===== src/rtl/alu_main_dec_if.sv =====
// Control bus between the multicycle main decoder and the datapath:
// the opcode goes in, the mux selects and write enables come out.
interface alu_main_dec_if;
    logic [5:0] op;
    logic       Mem2Reg;
    logic       RegDs;
    logic       IrD;
    logic [1:0] PCSr;
    logic       ALUSrA;
    logic [1:0] ALUSrB;
    logic       IRWr;
    logic       MemWr;
    logic       PCWr;
    logic       Brnch;
    logic       RegWr;
    logic [1:0] ALUop;

    modport master (
        input  op,
        output Mem2Reg, RegDs, IrD, PCSr, ALUSrA, ALUSrB,
               IRWr, MemWr, PCWr, Brnch, RegWr, ALUop
    );

    modport slave (
        output op,
        input  Mem2Reg, RegDs, IrD, PCSr, ALUSrA, ALUSrB,
               IRWr, MemWr, PCWr, Brnch, RegWr, ALUop
    );
endinterface


===== src/rtl/alu_main_dec.sv =====
// Moore main-control FSM of the multicycle MIPS-subset processor.
// Define MAINDEC_STATE_DBG_EN to expose the current state on StateDbg.
module alu_main_dec #(
    parameter logic [5:0] OP_RTYPE = 6'h00,
    parameter logic [5:0] OP_LW    = 6'h23,
    parameter logic [5:0] OP_SW    = 6'h2B,
    parameter logic [5:0] OP_BEQ   = 6'h04,
    parameter logic [5:0] OP_ADDI  = 6'h08,
    parameter logic [5:0] OP_J     = 6'h02
) (
    input  logic               CLK,
    input  logic               RESET,
    alu_main_dec_if.master     bus
`ifdef MAINDEC_STATE_DBG_EN
    ,
    output logic [3:0]         StateDbg
`endif
);

    typedef enum logic [3:0] {
        FETCH   = 4'd0,
        DECODE  = 4'd1,
        MEMADR  = 4'd2,
        MEMRD   = 4'd3,
        MEMWB   = 4'd4,
        MEMWR   = 4'd5,
        EXECUTE = 4'd6,
        ALUWB   = 4'd7,
        BEQ     = 4'd8,
        ADDIEX  = 4'd9,
        ADDIWB  = 4'd10,
        JUMP    = 4'd11
    } state_t;

    state_t state_q;
    state_t state_d;

    always_ff @(posedge CLK) begin
        if (!RESET) begin
            state_q <= FETCH;
        end else begin
            state_q <= state_d;
        end
    end

    always_comb begin
        state_d = FETCH;
        unique case (state_q)
            FETCH:   state_d = DECODE;
            DECODE: begin
                if (bus.op == OP_LW || bus.op == OP_SW) state_d = MEMADR;
                else if (bus.op == OP_RTYPE)            state_d = EXECUTE;
                else if (bus.op == OP_BEQ)              state_d = BEQ;
                else if (bus.op == OP_ADDI)             state_d = ADDIEX;
                else if (bus.op == OP_J)                state_d = JUMP;
                else                                    state_d = FETCH;
            end
            MEMADR: begin
                if (bus.op == OP_LW)      state_d = MEMRD;
                else if (bus.op == OP_SW) state_d = MEMWR;
                else                      state_d = FETCH;
            end
            MEMRD:   state_d = MEMWB;
            EXECUTE: state_d = ALUWB;
            ADDIEX:  state_d = ADDIWB;
            default: state_d = FETCH;
        endcase
    end

    // Outputs depend on state_q only; op never reaches them combinationally.
    always_comb begin
        bus.Mem2Reg = 1'b0;
        bus.RegDs   = 1'b0;
        bus.IrD     = 1'b0;
        bus.PCSr    = 2'b00;
        bus.ALUSrA  = 1'b0;
        bus.ALUSrB  = 2'b00;
        bus.IRWr    = 1'b0;
        bus.MemWr   = 1'b0;
        bus.PCWr    = 1'b0;
        bus.Brnch   = 1'b0;
        bus.RegWr   = 1'b0;
        bus.ALUop   = 2'b00;
        case (state_q)
            FETCH: begin
                bus.IRWr   = 1'b1;
                bus.PCWr   = 1'b1;
                bus.ALUSrB = 2'b01;
            end
            DECODE:  bus.ALUSrB = 2'b11;
            MEMADR: begin
                bus.ALUSrA = 1'b1;
                bus.ALUSrB = 2'b10;
            end
            MEMRD:   bus.IrD = 1'b1;
            MEMWB: begin
                bus.RegWr   = 1'b1;
                bus.Mem2Reg = 1'b1;
            end
            MEMWR: begin
                bus.IrD   = 1'b1;
                bus.MemWr = 1'b1;
            end
            EXECUTE: begin
                bus.ALUSrA = 1'b1;
                bus.ALUop  = 2'b10;
            end
            ALUWB: begin
                bus.RegWr = 1'b1;
                bus.RegDs = 1'b1;
            end
            BEQ: begin
                bus.ALUSrA = 1'b1;
                bus.ALUop  = 2'b01;
                bus.PCSr   = 2'b01;
                bus.Brnch  = 1'b1;
            end
            ADDIEX: begin
                bus.ALUSrA = 1'b1;
                bus.ALUSrB = 2'b10;
            end
            ADDIWB:  bus.RegWr = 1'b1;
            JUMP: begin
                bus.PCSr = 2'b10;
                bus.PCWr = 1'b1;
            end
            default: ;
        endcase
    end

`ifdef MAINDEC_STATE_DBG_EN
    assign StateDbg = state_q;
`endif

endmodule


===== src/flat_wrapper.sv =====
// flat-port wrapper written by rule: the top's interface ports become plain ports
module alu_main_dec_flat 
#(
    parameter logic [5:0] OP_RTYPE = 6'h00,
    parameter logic [5:0] OP_LW    = 6'h23,
    parameter logic [5:0] OP_SW    = 6'h2B,
    parameter logic [5:0] OP_BEQ   = 6'h04,
    parameter logic [5:0] OP_ADDI  = 6'h08,
    parameter logic [5:0] OP_J     = 6'h02
)
  (CLK, RESET, bus_op, bus_Mem2Reg, bus_RegDs, bus_IrD, bus_PCSr, bus_ALUSrA, bus_ALUSrB, bus_IRWr, bus_MemWr, bus_PCWr, bus_Brnch, bus_RegWr, bus_ALUop);
  alu_main_dec_if bus_i ();
  input  logic CLK;
  input  logic RESET;
  input wire logic [$bits(bus_i.op)-1:0] bus_op;
  output wire logic [$bits(bus_i.Mem2Reg)-1:0] bus_Mem2Reg;
  output wire logic [$bits(bus_i.RegDs)-1:0] bus_RegDs;
  output wire logic [$bits(bus_i.IrD)-1:0] bus_IrD;
  output wire logic [$bits(bus_i.PCSr)-1:0] bus_PCSr;
  output wire logic [$bits(bus_i.ALUSrA)-1:0] bus_ALUSrA;
  output wire logic [$bits(bus_i.ALUSrB)-1:0] bus_ALUSrB;
  output wire logic [$bits(bus_i.IRWr)-1:0] bus_IRWr;
  output wire logic [$bits(bus_i.MemWr)-1:0] bus_MemWr;
  output wire logic [$bits(bus_i.PCWr)-1:0] bus_PCWr;
  output wire logic [$bits(bus_i.Brnch)-1:0] bus_Brnch;
  output wire logic [$bits(bus_i.RegWr)-1:0] bus_RegWr;
  output wire logic [$bits(bus_i.ALUop)-1:0] bus_ALUop;
  assign bus_i.op = bus_op;
  assign bus_Mem2Reg = bus_i.Mem2Reg;
  assign bus_RegDs = bus_i.RegDs;
  assign bus_IrD = bus_i.IrD;
  assign bus_PCSr = bus_i.PCSr;
  assign bus_ALUSrA = bus_i.ALUSrA;
  assign bus_ALUSrB = bus_i.ALUSrB;
  assign bus_IRWr = bus_i.IRWr;
  assign bus_MemWr = bus_i.MemWr;
  assign bus_PCWr = bus_i.PCWr;
  assign bus_Brnch = bus_i.Brnch;
  assign bus_RegWr = bus_i.RegWr;
  assign bus_ALUop = bus_i.ALUop;
  alu_main_dec #(.OP_RTYPE(OP_RTYPE), .OP_LW(OP_LW), .OP_SW(OP_SW), .OP_BEQ(OP_BEQ), .OP_ADDI(OP_ADDI), .OP_J(OP_J)) u_core (.CLK(CLK), .RESET(RESET), .bus(bus_i));
endmodule

===== config.mk =====
export PLATFORM = sky130hd
export DESIGN_NAME = alu_main_dec_flat
export DESIGN_NICKNAME = d
export VERILOG_FILES = /design/src/rtl/alu_main_dec_if.sv /design/src/rtl/alu_main_dec.sv /design/src/flat_wrapper.sv
export SDC_FILE = /design/constraint.sdc
export NUM_CORES = 1
export LEC_CHECK = 0
export ABC_AREA = 1
export CAP_MARGIN = 20
export CORE_MARGIN = 2
export CORE_UTILIZATION = 33
export DETAILED_ROUTE_END_ITERATION = 12
export PLACE_DENSITY = 0.83
export SYNTH_ARGS = -nofsm -noshare
export SYNTH_HDL_FRONTEND = slang
export SYNTH_SLANG_ARGS = --single-unit

===== constraint.sdc =====
create_clock -name CLK -period 1.4 [get_ports CLK]
set_clock_uncertainty 0.2 [all_clocks]
set_input_delay 0.28 -clock CLK [delete_from_list [all_inputs] [get_ports CLK]]
set_output_delay 0.28 -clock CLK [all_outputs]
set_load 0.02 [all_outputs]

; ---- Word level (Yosys, flattened, before mapping)
; Cells that the tools add are included.
[totals]
word_cells = 45
ram_bits = 0
ff_bits = 4
mem_count = 0
romBits = 0
inputBits = 8
latch_bits = 0
[op_classes]
n_reduce_logical = 8
order_cmp = 0
mul = 0
addsub = 0
n_div = 0
n_mux = 20
shift = 0
bitwise = 0
n_eq_ne = 16
[ops]
columns = op, count
row1 = $mux W4, 6
row2 = $pmux W4 S6, 1
row3 = $eq A4 B3 Y1 const B, 4
row4 = $eq A4 B4 Y1 const B, 4
row5 = $eq A6 B6 Y1 const B, 2
row6 = $mux W1, 9
row7 = $eq A4 B2 Y1 const B, 2
row8 = $pmux W2 S2, 2
row9 = $eq A6 B2 Y1 const B, 1
row10 = $eq A6 B3 Y1 const B, 1
row11 = $eq A6 B4 Y1 const B, 1
row12 = $logic_not A6 Y1, 1
row13 = $pmux W2 S3, 1
row14 = $reduce_or A2 Y1, 3
row15 = $eq A4 B1 Y1 const B, 1
row16 = $logic_not A4 Y1, 1
row17 = $reduce_or A4 Y1, 1
row18 = $mux W3, 1
row19 = $reduce_or A3 Y1, 1
row20 = $logic_or A1 B1 Y1, 1

; ---- Longest topological paths before layout
[logic_depth]
ltp_word = 7
mapped_depth = 9
depth_no_buf = 9

; ---- Least setup slack after synthesis
; OpenSTA, ideal clock, no wires.
[synth_timing]
path_kind = reg2out
from = reg u_core.state_q[2]
to = out bus_RegWr
arrival_ps = 1249
t_required_ps = 920
stages_incl_launch_ff = 7
path_slack_ps = -329
path_buffers = 0
path_cell_list = dfxtp_1 > inv_1 > nor2_1 > inv_1 > nor2_1 > nor2_1 > o21ai_0
[synth_between]
elab_chain_cells = 3
[synth_lines]
columns = item, line_no
row1 = start: declaration, alu_main_dec.sv:35  ; state_t state_q;
row2 = start signal: assignment, alu_main_dec.sv:42  ; state_q <= state_d;
row3 = $eq A4 B3 Y1 or $eq A4 B4 Y1 (tied branches), alu_main_dec.sv:84  ; case (state_q)
row4 = $reduce_or A3 Y1 (no source line) (*), --
row5 = $mux W1 (*), alu_main_dec.sv:84
row6 = end: declaration, flat_wrapper.sv:26  ; output wire logic [$bits(bus_i.RegWr)-1:0] bus_RegWr;
; Every way passes the cells marked *; elsewhere a longest branch is shown, timed or not.

; ---- Worst setup path after layout
[layout_timing]
from = reg u_core.state_q[0]
to = out bus_ALUSrA
[layout_between]
elab_chain_cells = 3
[layout_lines]
columns = item, line_no
row1 = "$eq A4 B2 Y1, or another cell as far along", alu_main_dec.sv:84
row2 = $reduce_or A4 Y1 (no source line) (*), --
row3 = $mux W1 (*), alu_main_dec.sv:84
row4 = end: declaration, flat_wrapper.sv:20  ; output wire logic [$bits(bus_i.ALUSrA)-1:0] bus_ALUSrA;
; Marks and branches as above.

==> impl_metrics.json <==
{
  "outcome": "complete, but fails checks",
  "violations": "negative setup slack",
  "rsz0062_at_grt": "true",
  "r2r_end": "u_core.state_q[2]",
  "tightest_slew_ns": 0.260,
  "fmax_ghz": 0.534,
  "vias": 774,
  "place_hpwl_um": 1100,
  "grt_pass1_vias": 655,
  "yosysTopAreaCellShare": 0.219,
  "diodes": 0,
  "path_cells": "inv_2, nand2_4, inv_4, nand2_2, nand2_2, or3_4, buf_6",
  "leakagePower_nw": 0.503,
  "synth.avg_cell_area_um2": 5.03,
  "regMostFlops": "u_core.state_q",
  "ys_async_sr_fraction": 0,
  "synth_seq_area_share": 0.187,
  "r2r_cells": 11,
  "die_h_um": 40.0,
  "antenna_found_initial": 0,
  "pin_count": 23,
  "hold_class": "in2reg",
  "hold_path_depth": 6,
  "cts_buffer_depth": 2,
  "fin_cells": 143,
  "die-area_um2": 1600,
  "firstDrtPassIters": 4,
  "cp_common_cell": "nand2_2",
  "worstPathRequired_ns": 0.92,
  "synthesis.nets": 93,
  "setup_viol": 18,
  "r2r_start": "u_core.state_q[0]",
  "drive_gt1_frac": 0.674,
  "cts_htree_levels": 1,
  "synthMuxAreaShare": 0,
  "pre_cts_ws_ns": -0.592,
  "clk-insertion-delay-late_ns": 0.24,
  "coreArea_um2": 1160,
  "critical_path_class": "reg2out",
  "syn_to_final_growth_pct": 135,
  "clk_pin_slew_worst_paths_ns": 0.04,
  "cts_hold_buf": 0,
  "drt_iter0_drc": 17,
  "design_area_um2": 1000,
  "largest_reg_flops": 4,
  "synth_fa_ha_area_frac": 0,
  "ys_seq_elements": 4,
  "placed_cell_area_um2": 779,
  "min_period_ns": 1.87,
  "peakVddDrop_mv": 0.626,
  "synth_xor_xnor_area_share": 0,
  "rows": 12,
  "endpoint_kind": "primary output",
  "cts_num_sinks": 4,
  "fin_ws_ns": -0.473,
  "slowest_stage": "dfxtp_4",
  "cts_buffers": 3,
  "crit_arrival_ns": 1.39,
  "grt_usage": 0.238,
  "finalCoreUtilization": 0.868,
  "critical-path-top-delay-family": "simple AND/OR/NAND/NOR gates",
  "path_buf_inv": 3,
  "cts_root_buf": "clkbuf_4",
  "ys_types": 15,
  "power_frac_clock": 0.349,
  "holdPathEnd": "u_core.state_q[3]",
  "synth-main-ff-cell": "dfxtp_1",
  "numPortBuffers": 22,
  "grt_overflow": 0,
  "slowest_delay_ns": 0.38,
  "synthTopCellsByArea": "nor2_1, dfxtp_1, inv_1",
  "synth_top_area_cell": "nor2_1",
  "start_util": 0.370,
  "yosys.cell_count.top_type": "nor2_1",
  "synth-simple-area-share": 0.553,
  "min_from": "bus_op[0]",
  "syn_area_um2": 428,
  "comb_power_share": 0.373,
  "grt_max_degree": 6,
  "fp.dieW_um": 40.0,
  "internal-power_w": 0.000283,
  "seqPwrFrac": 0.278,
  "n_fill_cell": 71,
  "synth_compound_area_frac": 0.0848,
  "synth_edf_count": 0,
  "nets": 139,
  "start_kind": "flip-flop",
  "finalWirelength_um": 2280,
  "p_switching_w": 0.000153,
  "swShare": 0.351,
  "synth_common_cells": "nor2_1, inv_1, nand2_1",
  "maxSlewHeadroom": 0.826,
  "drc_errors": 0,
  "gp_congestion": 0.780,
  "wl_per_cell_um": 15.9,
  "drv_cap": 0,
  "grt_pass1_wl_um": 2550,
  "hold_ws_ns": 0.414,
  "postRouteAntennaNets": 0,
  "multi_input_area_um2": 422,
  "reg.largest.list": "u_core.state_q x4",
  "vias_per_cell": 5.41,
  "synth_top_family_by_area": "simple AND/OR/NAND/NOR gates",
  "dpl.cell_count": 133,
  "hold_viol": 0,
  "cts_tree": "yes",
  "regArea_um2": 92.6,
  "crit_path_max_fanout": 4,
  "drv_slew": 0,
  "power_density_nw_per_um2": 435,
  "yosysWarnings": 0,
  "r2r_slack_ns": -0.12,
  "finalCritPeriodShare": 1.34,
  "syn_inst": 85
}
==> layout make-up <==
type / instances / area share
tap: 14 / 0.0175
sequential: 4 / 0.0923
clock buffer: 3 / 0.0224
timing repair buffer: 42 / 0.368
inverter: 18 / 0.0798
multi-input combinational: 62 / 0.420
==> placed cells by master, fill, tap and decap left out, drive strengths merged <==
cell type / instances
o21ai: 3
nor3: 1
dlymetal6s2s: 2
dlygate4sd2: 4
o22ai: 1
or3: 1
nand4: 1
dfxtp: 4
nand3: 11
a21oi: 3
inv: 18
nand2: 15
clkbuf: 3
clkdlybuf4s50: 1
clkdlybuf4s15: 2
nor2: 26
buf: 33
==> worst max-delay path by stage <==
| stage | start | end | depth (start not counted) |
|---|---|---|---|
| 2_1_floorplan | u_core.state_q[2] | bus_RegWr | 6 |
| 3_3_place_gp | u_core.state_q[0] | bus_ALUSrA | 7 |
| 3_5_place_dp | u_core.state_q[2] | bus_RegWr | 7 |
| 4_1_cts | u_core.state_q[3] | bus_ALUSrA | 6 |
| 5_1_grt | u_core.state_q[0] | bus_ALUSrA | 7 |
| 6_report | u_core.state_q[0] | bus_ALUSrA | 7 |
==> tightest hold or removal path: stages <==
cell and delay, ns:
dlymetal6s2s_1 0.15, nor2_2 0.08, nand3_1 0.09, nand3_1 0.07, nand2_1 0.08, a21oi_2 0.05
==> power groups by stage <==
stage          combinational (W)  clock, W  sequential [W]
5_1_grt                 0.000173  0.000163        0.000121
2_1_floorplan          0.0000601         0        0.000124
6_report                0.000163  0.000152        0.000121
3_3_place_gp            0.000125         0        0.000124
4_1_cts                 0.000135  0.000139        0.000123
3_5_place_dp            0.000128         0        0.000124
==> kinds of logic (layout without fill, tap and decap cells) <==
group | after synthesis | after routing
AO/OA/AOI/OAI | 7 | 7
AND/OR/NAND/NOR | 55 | 55
flip-flops | 4 | 4
buffers and inverters | 19 | 63
==> through the flow <==
stage               setup TNS (ns)  power, W
floorplan                   -0.280  0.000184
global placement             -7.64  0.000250
detailed placement           -8.18  0.000253
CTS                          -3.91  0.000397
global route                 -5.06  0.000458
finish                       -4.33  0.000436
==> timing repair <==
item                       4_1_cts  5_1_grt
pin swaps                       13       12
buffers inserted                 7        6
setup endpoints to repair       19       19
cloned                           0        0
resized for setup              102       38
==> per-layer routing <==
metal / wire, µm / global-route usage
met4: 25 / 0.0948
met3: 141 / 0.0389
met5: 0 / 0
met2: 1270 / 0.500
met1: 839 / 0.217
Power figures use the tool's default switching activity.
